===== config.mk =====
export PLATFORM = sky130hd
export DESIGN_NAME = mem_arbiter
export DESIGN_NICKNAME = d
export VERILOG_FILES = /design/src/rtl/mem_arbiter.sv
export SDC_FILE = /design/constraint.sdc
export NUM_CORES = 1
export LEC_CHECK = 0
export ABC_AREA = 1
export CAP_MARGIN = 10
export CORE_MARGIN = 8
export CORE_UTILIZATION = 32
export DETAILED_ROUTE_END_ITERATION = 10
export MAX_ROUTING_LAYER = met4
export PLACE_DENSITY = 0.76
export SYNTH_ARGS = -nofsm -noshare
export SYNTH_HDL_FRONTEND = slang
export SYNTH_SLANG_ARGS = --single-unit

===== constraint.sdc =====
create_clock -name clk -period 1.3 [get_ports clk]
set_input_delay 0.325 -clock clk [delete_from_list [all_inputs] [get_ports clk]]
set_output_delay 0.325 -clock clk [all_outputs]
set_load 0.005 [all_outputs]

===== src/rtl/mem_arbiter.sv =====
// mem_arbiter: two-master (IFU/LSU) arbiter onto a single non-pipelined memory port, with watchdog.
// Define MEM_ARB_RR_EN for round-robin arbitration; default is fixed priority with LSU first.
module mem_arbiter #(
    parameter int ADDR_W  = 32,
    parameter int DATA_W  = 32,
    parameter int TIMEOUT = 256
) (
    input  logic              clk,
    input  logic              rst,
    input  logic              ifu_req_valid,
    output logic              ifu_req_ready,
    input  logic [ADDR_W-1:0] ifu_addr,
    output logic              ifu_rvalid,
    output logic [DATA_W-1:0] ifu_rdata,
    input  logic              lsu_req_valid,
    output logic              lsu_req_ready,
    input  logic [ADDR_W-1:0] lsu_addr,
    input  logic              lsu_wen,
    input  logic [DATA_W-1:0] lsu_wdata,
    input  logic [7:0]        lsu_wmask,
    output logic              lsu_rvalid,
    output logic [DATA_W-1:0] lsu_rdata,
    output logic              mem_req_valid,
    input  logic              mem_req_ready,
    output logic [ADDR_W-1:0] mem_addr,
    output logic              mem_wen,
    output logic [DATA_W-1:0] mem_wdata,
    output logic [7:0]        mem_wmask,
    input  logic              mem_rvalid,
    input  logic [DATA_W-1:0] mem_rdata,
    output logic              timeout_err
);
    localparam int WW = TIMEOUT > 1 ? $clog2(TIMEOUT) : 1;

    typedef enum logic [1:0] {IDLE, REQ, WAIT} state_t;

    state_t            state_q, state_d;
    logic              owner_q, owner_d;
    logic [ADDR_W-1:0] addr_q, addr_d;
    logic              wen_q, wen_d;
    logic [DATA_W-1:0] wdata_q, wdata_d;
    logic [7:0]        wmask_q, wmask_d;
    logic [WW-1:0]     wdog_q, wdog_d;
    logic              err_q, err_d;
    logic              pick_lsu, busy, resp, abort, done;
    logic [DATA_W-1:0] resp_data;

`ifdef MEM_ARB_RR_EN
    // rr_q remembers the master granted last (0 = IFU); the other one is favoured next
    logic rr_q, rr_d;
    assign pick_lsu = lsu_req_valid && (!ifu_req_valid || !rr_q);
    assign rr_d     = (state_q == IDLE && (ifu_req_valid || lsu_req_valid)) ? pick_lsu : rr_q;
`else
    assign pick_lsu = lsu_req_valid;
`endif

    assign busy      = state_q != IDLE;
    assign resp      = state_q == WAIT && mem_rvalid;
    assign abort     = TIMEOUT > 0 && busy && !resp && wdog_q == WW'(TIMEOUT - 1);
    assign done      = resp || abort;
    assign resp_data = (resp && !wen_q) ? mem_rdata : '0;

    assign ifu_rvalid    = done && !owner_q;
    assign lsu_rvalid    = done && owner_q;
    assign ifu_rdata     = ifu_rvalid ? resp_data : '0;
    assign lsu_rdata     = lsu_rvalid ? resp_data : '0;
    assign mem_req_valid = state_q == REQ;
    assign mem_addr      = addr_q;
    assign mem_wen       = wen_q;
    assign mem_wdata     = wdata_q;
    assign mem_wmask     = wmask_q;
    assign timeout_err   = err_q;

    always_comb begin
        state_d       = state_q;
        owner_d       = owner_q;
        addr_d        = addr_q;
        wen_d         = wen_q;
        wdata_d       = wdata_q;
        wmask_d       = wmask_q;
        err_d         = err_q || abort;
        wdog_d        = (TIMEOUT > 0 && busy && !done) ? wdog_q + WW'(1) : '0;
        ifu_req_ready = 1'b0;
        lsu_req_ready = 1'b0;
        case (state_q)
            IDLE: if (ifu_req_valid || lsu_req_valid) begin
                ifu_req_ready = !pick_lsu;
                lsu_req_ready = pick_lsu;
                owner_d       = pick_lsu;
                addr_d        = pick_lsu ? lsu_addr : ifu_addr;
                wen_d         = pick_lsu && lsu_wen;
                wdata_d       = pick_lsu ? lsu_wdata : '0;
                wmask_d       = pick_lsu ? lsu_wmask : '0;
                state_d       = REQ;
            end
            REQ:     state_d = abort ? IDLE : (mem_req_ready ? WAIT : REQ);
            WAIT:    state_d = done ? IDLE : WAIT;
            default: state_d = IDLE;
        endcase
    end

    always_ff @(posedge clk) begin
        if (rst) begin
            state_q <= IDLE;
            owner_q <= 1'b0;
            addr_q  <= '0;
            wen_q   <= 1'b0;
            wdata_q <= '0;
            wmask_q <= '0;
            wdog_q  <= '0;
            err_q   <= 1'b0;
`ifdef MEM_ARB_RR_EN
            rr_q    <= 1'b0;
`endif
        end else begin
            state_q <= state_d;
            owner_q <= owner_d;
            addr_q  <= addr_d;
            wen_q   <= wen_d;
            wdata_q <= wdata_d;
            wmask_q <= wmask_d;
            wdog_q  <= wdog_d;
            err_q   <= err_d;
`ifdef MEM_ARB_RR_EN
            rr_q    <= rr_d;
`endif
        end
    end
endmodule

==> out/qor.log <==
[floorplanning] FP Rows 42
[setup_path] Worst setup EP type output port
[cells_and_area] Area growth, synth to finish 114%
[floorplanning] Die Width 132 µm
[setup_path] Setup Crit Path Kind reg -> out
[timing] slew of the pin with the lowest slew margin 0.408 ns
[placement] Routability Congestion 0.839
[drt] 1st-pass router iterations 4
[synthesis] number of enable-type register cells in the synthesized netlist 0
[job] MaxCap Viol Count 0
[setup_path] number of buffers and inverters on the critical path 7
[floorplanning] DIE AREA 17300 µm²
[setup_path] CP max stage cell sky130_fd_sc_hd__dfxtp_2
[timing] timing-limited maximum frequency 0.546 GHz
[drt] Via-to-Cell Ratio 4.73
[placement] post-detailed-placement half-perimeter wirelength 12800 µm
[drt] Avg WL per Cell 17.3 µm
[global_route] antenna violations before repair 0
[synthesis] Synthesis Warnings 0
[floorplanning] Std-Cell Core Area 13100 µm²
[timing] fin worst setup slack -0.531 ns
[outcome] violations in the final reports negative setup slack
[synthesis] post-synthesis sequential area ratio 0.398
[cts] total clock buffers created by CTS 9
[cts] library cell used as clock root buffer sky130_fd_sc_hd__clkbuf_16
[synthesis] async set-reset flop share out of synthesis 0
[setup_path] Crit path largest cell delay 0.33 ns
[timing] tightest slew margin relative to the limit 0.728
[synthesis] leading post-synthesis cells by cell area sky130_fd_sc_hd__dfxtp_1 40%, sky130_fd_sc_hd__nand2_1 22%, sky130_fd_sc_hd__nand4_1 9.4%
[synthesis] Cells after Synth 648
[pwr] Pleak 4.74 nW
[global_route] pin count of the biggest net entering global routing 49
[synthesis] number of different library cells in the post-synthesis netlist 23
[cts] Max H-tree Level 3
[synthesis] share of Yosys cell area claimed by the top area cell type 0.398
[floorplanning] number of placed I/O pins 286
[timing] final hold violations 0
[drt] Total Routed Length 20200 µm
[cells_and_area] finished layout cell area 9150 µm²
[setup_path] startpoint types flop
[setup_path] delay-heaviest family, CP buffers and inverters
[min_path] hold path cells 2
[cells_and_area] # nets final 1131
[floorplanning] height of the die 132 µm
[global_route] GRT Total Usage 0.223
[setup_path] WP depth 9
[pwr] maximum resistive drop on vdd 0.000535 V
[setup_path] critical path cell sequence inv_2 -> nand3_4 -> clkinv_4 -> buf_6 -> buf_4 -> clkbuf_16 -> nand4_1 -> inv_1 -> buf_2
[global_route] number of global-route vias before repair 5533
[drt] number of vias after detailed routing 5525
[placement] # port buffers 285
[synthesis] post-synthesis average cell area 6.59 µm²
[setup_path] depth of the most critical reg-to-reg path 11
[setup_path] Arr. time, crit path 1.51 ns
[timing] Worst Hold Margin 0.398 ns
[outcome] outcome complete, but fails checks
[drt] number of design rule violations left after detail routing 0
[drt] DRC violation total after the first TritonRoute iteration 280
[setup_path] highest fanout seen on the critical path 5
[timing] largest clock skew in the final design 0.00579 ns
[cells_and_area] layout cells sized above 1 0.371
[synthesis] most used flip-flop cell after synthesis sky130_fd_sc_hd__dfxtp_1
[timing] Period Utilization, post-route 1.41
[drt] number of routed nets with antenna violations 0
[synthesis] flip-flop and latch count after synthesis 85
[cts] clock input transition at the sequential cells of the worst setup and hold paths 0.06 ns
[setup_path] WP data required 0.98 ns
[cells_and_area] Ant. Diodes 0
[pwr] power density over cell area 894 nW/µm²
[cts] Num Clock Sinks 85
[setup_path] setup slack on the worst flop-to-flop path -0.38 ns
[placement] Post-Place Worst Slack -0.945 ns
[cts] total of hold buffers inserted after clock tree synthesis 0
[synthesis] Post-Syn Nets 792
[pwr] total power draw 8.18 mW
[min_path] worst hold path type in -> reg
[timing] RSZ-0062 raised after global routing yes
[timing] min cycle time layout 1.83 ns
[timing] # setup viols final 146
[cts] source-to-sink clock delay at the later pin of the worst-skew pair 0.34 ns
[global_route] aggregate global routing overflow 0
[cells_and_area] Layout Cells excl Fill 1168
[timing] Slew Limit Fails 0
[placement] post-placement cell count 1102
[global_route] global-route wire length before repair 30300 µm
[cts] clock tree from TritonCTS yes
[synthesis] combined area of all synthesized cells 4270 µm²
[synthesis] cell accounting for the most synthesized area sky130_fd_sc_hd__dfxtp_1
[placement] DP Area 7470 µm²
[floorplanning] effective utilization at floorplan 0.325
[cts] maximum buffer depth of the clock tree 2
layer usage:
layer / share of wire / GRT usage / vias to the layer above
met5: 0 / - / -
met1: 0.40 / 0.243 / 2517
met4: 0.028 / 0.0823 / 0
met3: 0.072 / 0.0610 / 33
li1: - / - / 2742
met2: 0.50 / 0.382 / 233
Yosys cell counts, types with 3 or more instances:
cell                         n
sky130_fd_sc_hd__a21oi_1    77
sky130_fd_sc_hd__buf_1       9
sky130_fd_sc_hd__buf_2      12
sky130_fd_sc_hd__buf_4       5
sky130_fd_sc_hd__buf_6      12
sky130_fd_sc_hd__clkbuf_1   11
sky130_fd_sc_hd__dfxtp_1    85
sky130_fd_sc_hd__inv_1      78
sky130_fd_sc_hd__inv_2       4
sky130_fd_sc_hd__nand2_1   253
sky130_fd_sc_hd__nand3_1     7
sky130_fd_sc_hd__nand4_1    64
sky130_fd_sc_hd__nor2_1     19
sky130_fd_sc_hd__xor2_1      3
layout by cell type (no fill, tap or decap), types with 4 or more instances in the layout:
cell type	instances
sky130_fd_sc_hd__dfxtp_1	74
sky130_fd_sc_hd__nand2_1	170
sky130_fd_sc_hd__a21oi_1	10
sky130_fd_sc_hd__clkdlybuf4s50_1	139
sky130_fd_sc_hd__buf_16	13
sky130_fd_sc_hd__inv_1	74
sky130_fd_sc_hd__nand3_4	4
sky130_fd_sc_hd__buf_6	22
sky130_fd_sc_hd__nor2_2	4
sky130_fd_sc_hd__clkdlybuf4s15_2	6
sky130_fd_sc_hd__a21oi_2	67
sky130_fd_sc_hd__buf_12	19
sky130_fd_sc_hd__nand2_2	27
sky130_fd_sc_hd__buf_4	37
sky130_fd_sc_hd__clkdlybuf4s15_1	11
sky130_fd_sc_hd__dfxtp_2	10
sky130_fd_sc_hd__nor2_1	13
sky130_fd_sc_hd__nand2_4	56
sky130_fd_sc_hd__buf_2	62
sky130_fd_sc_hd__dlygate4sd2_1	61
sky130_fd_sc_hd__clkbuf_16	10
sky130_fd_sc_hd__inv_4	4
sky130_fd_sc_hd__nand4_1	64
final cells by class:
| type | count | area (µm²) |
|---|---|---|
| Tap cell | 176 | 220 |
| Multi-Input combinational cell | 432 | 2820 |
| Clock inverter | 5 | 58.8 |
| Timing Repair Buffer | 377 | 3760 |
| Inverter | 82 | 323 |
| Fill cell | 1047 | 3980 |
| Sequential cell | 85 | 1720 |
| Clock buffer | 11 | 253 |
through the flow:
step / util / TNS [ns]
after floorplan: - / 0
after CTS: 0.664 / -53.68
after global placement: 0.569 / -106.14
after global routing: 0.697 / -59.71
final: 0.697 / -50.31
after detailed placement: 0.569 / -109.08
report_power, final:
group	internal (mW)	switching (mW)
sequential	2.78	0.0965
clock	1.59	1.07
combinational	1.43	1.21
kinds of logic after synthesis:
family                     share of synthesized area
adders and majority gates                    0.00293
buffers and inverters                          0.144
AOI/OAI and AO/OA                             0.0972
DFF                                            0.398
and+or+nand+nor                                0.349
xor gates and xnor gates                     0.00820
final timing paths:
path                              from                         end
max reg2reg    state_q[1]$_SDFFE_PP0P_  mem_wdata[24]$_SDFFE_PP0P_
min reg2reg  mem_addr[14]$_SDFFE_PP0P_   mem_addr[14]$_SDFFE_PP0P_
max            state_q[0]$_SDFFE_PP0P_               ifu_rdata[10]
min                                rst      timeout_err$_SDFF_PP0_
worst register-to-register path: stages (launching register included):
cell	delay, ns
sky130_fd_sc_hd__dfxtp_4	0.36
sky130_fd_sc_hd__buf_6	0.13
sky130_fd_sc_hd__buf_6	0.11
sky130_fd_sc_hd__nor2_4	0.13
sky130_fd_sc_hd__inv_4	0.07
sky130_fd_sc_hd__nor2_8	0.12
sky130_fd_sc_hd__buf_6	0.14
sky130_fd_sc_hd__buf_8	0.11
sky130_fd_sc_hd__buf_12	0.11
sky130_fd_sc_hd__buf_16	0.14
sky130_fd_sc_hd__nand2_4	0.05
sky130_fd_sc_hd__a21oi_2	0.14
sequential cells by signal, summed over array words and instances (netlist names):
name,cells
mem_wdata,32
mem_addr,32
state_q,2
timeout_err,1
wdog_q,8
mem_wen,1
owner_q,1
mem_wmask,8
repair_timing:
item	CTS	global route
pin swaps	21	58
buffers inserted	37	8
resized for setup	496	193
hold endpoints to repair	0	0
endpoints found under the setup margin	227	164
gates cloned	20	1
(Power assumes the default switching activity.)
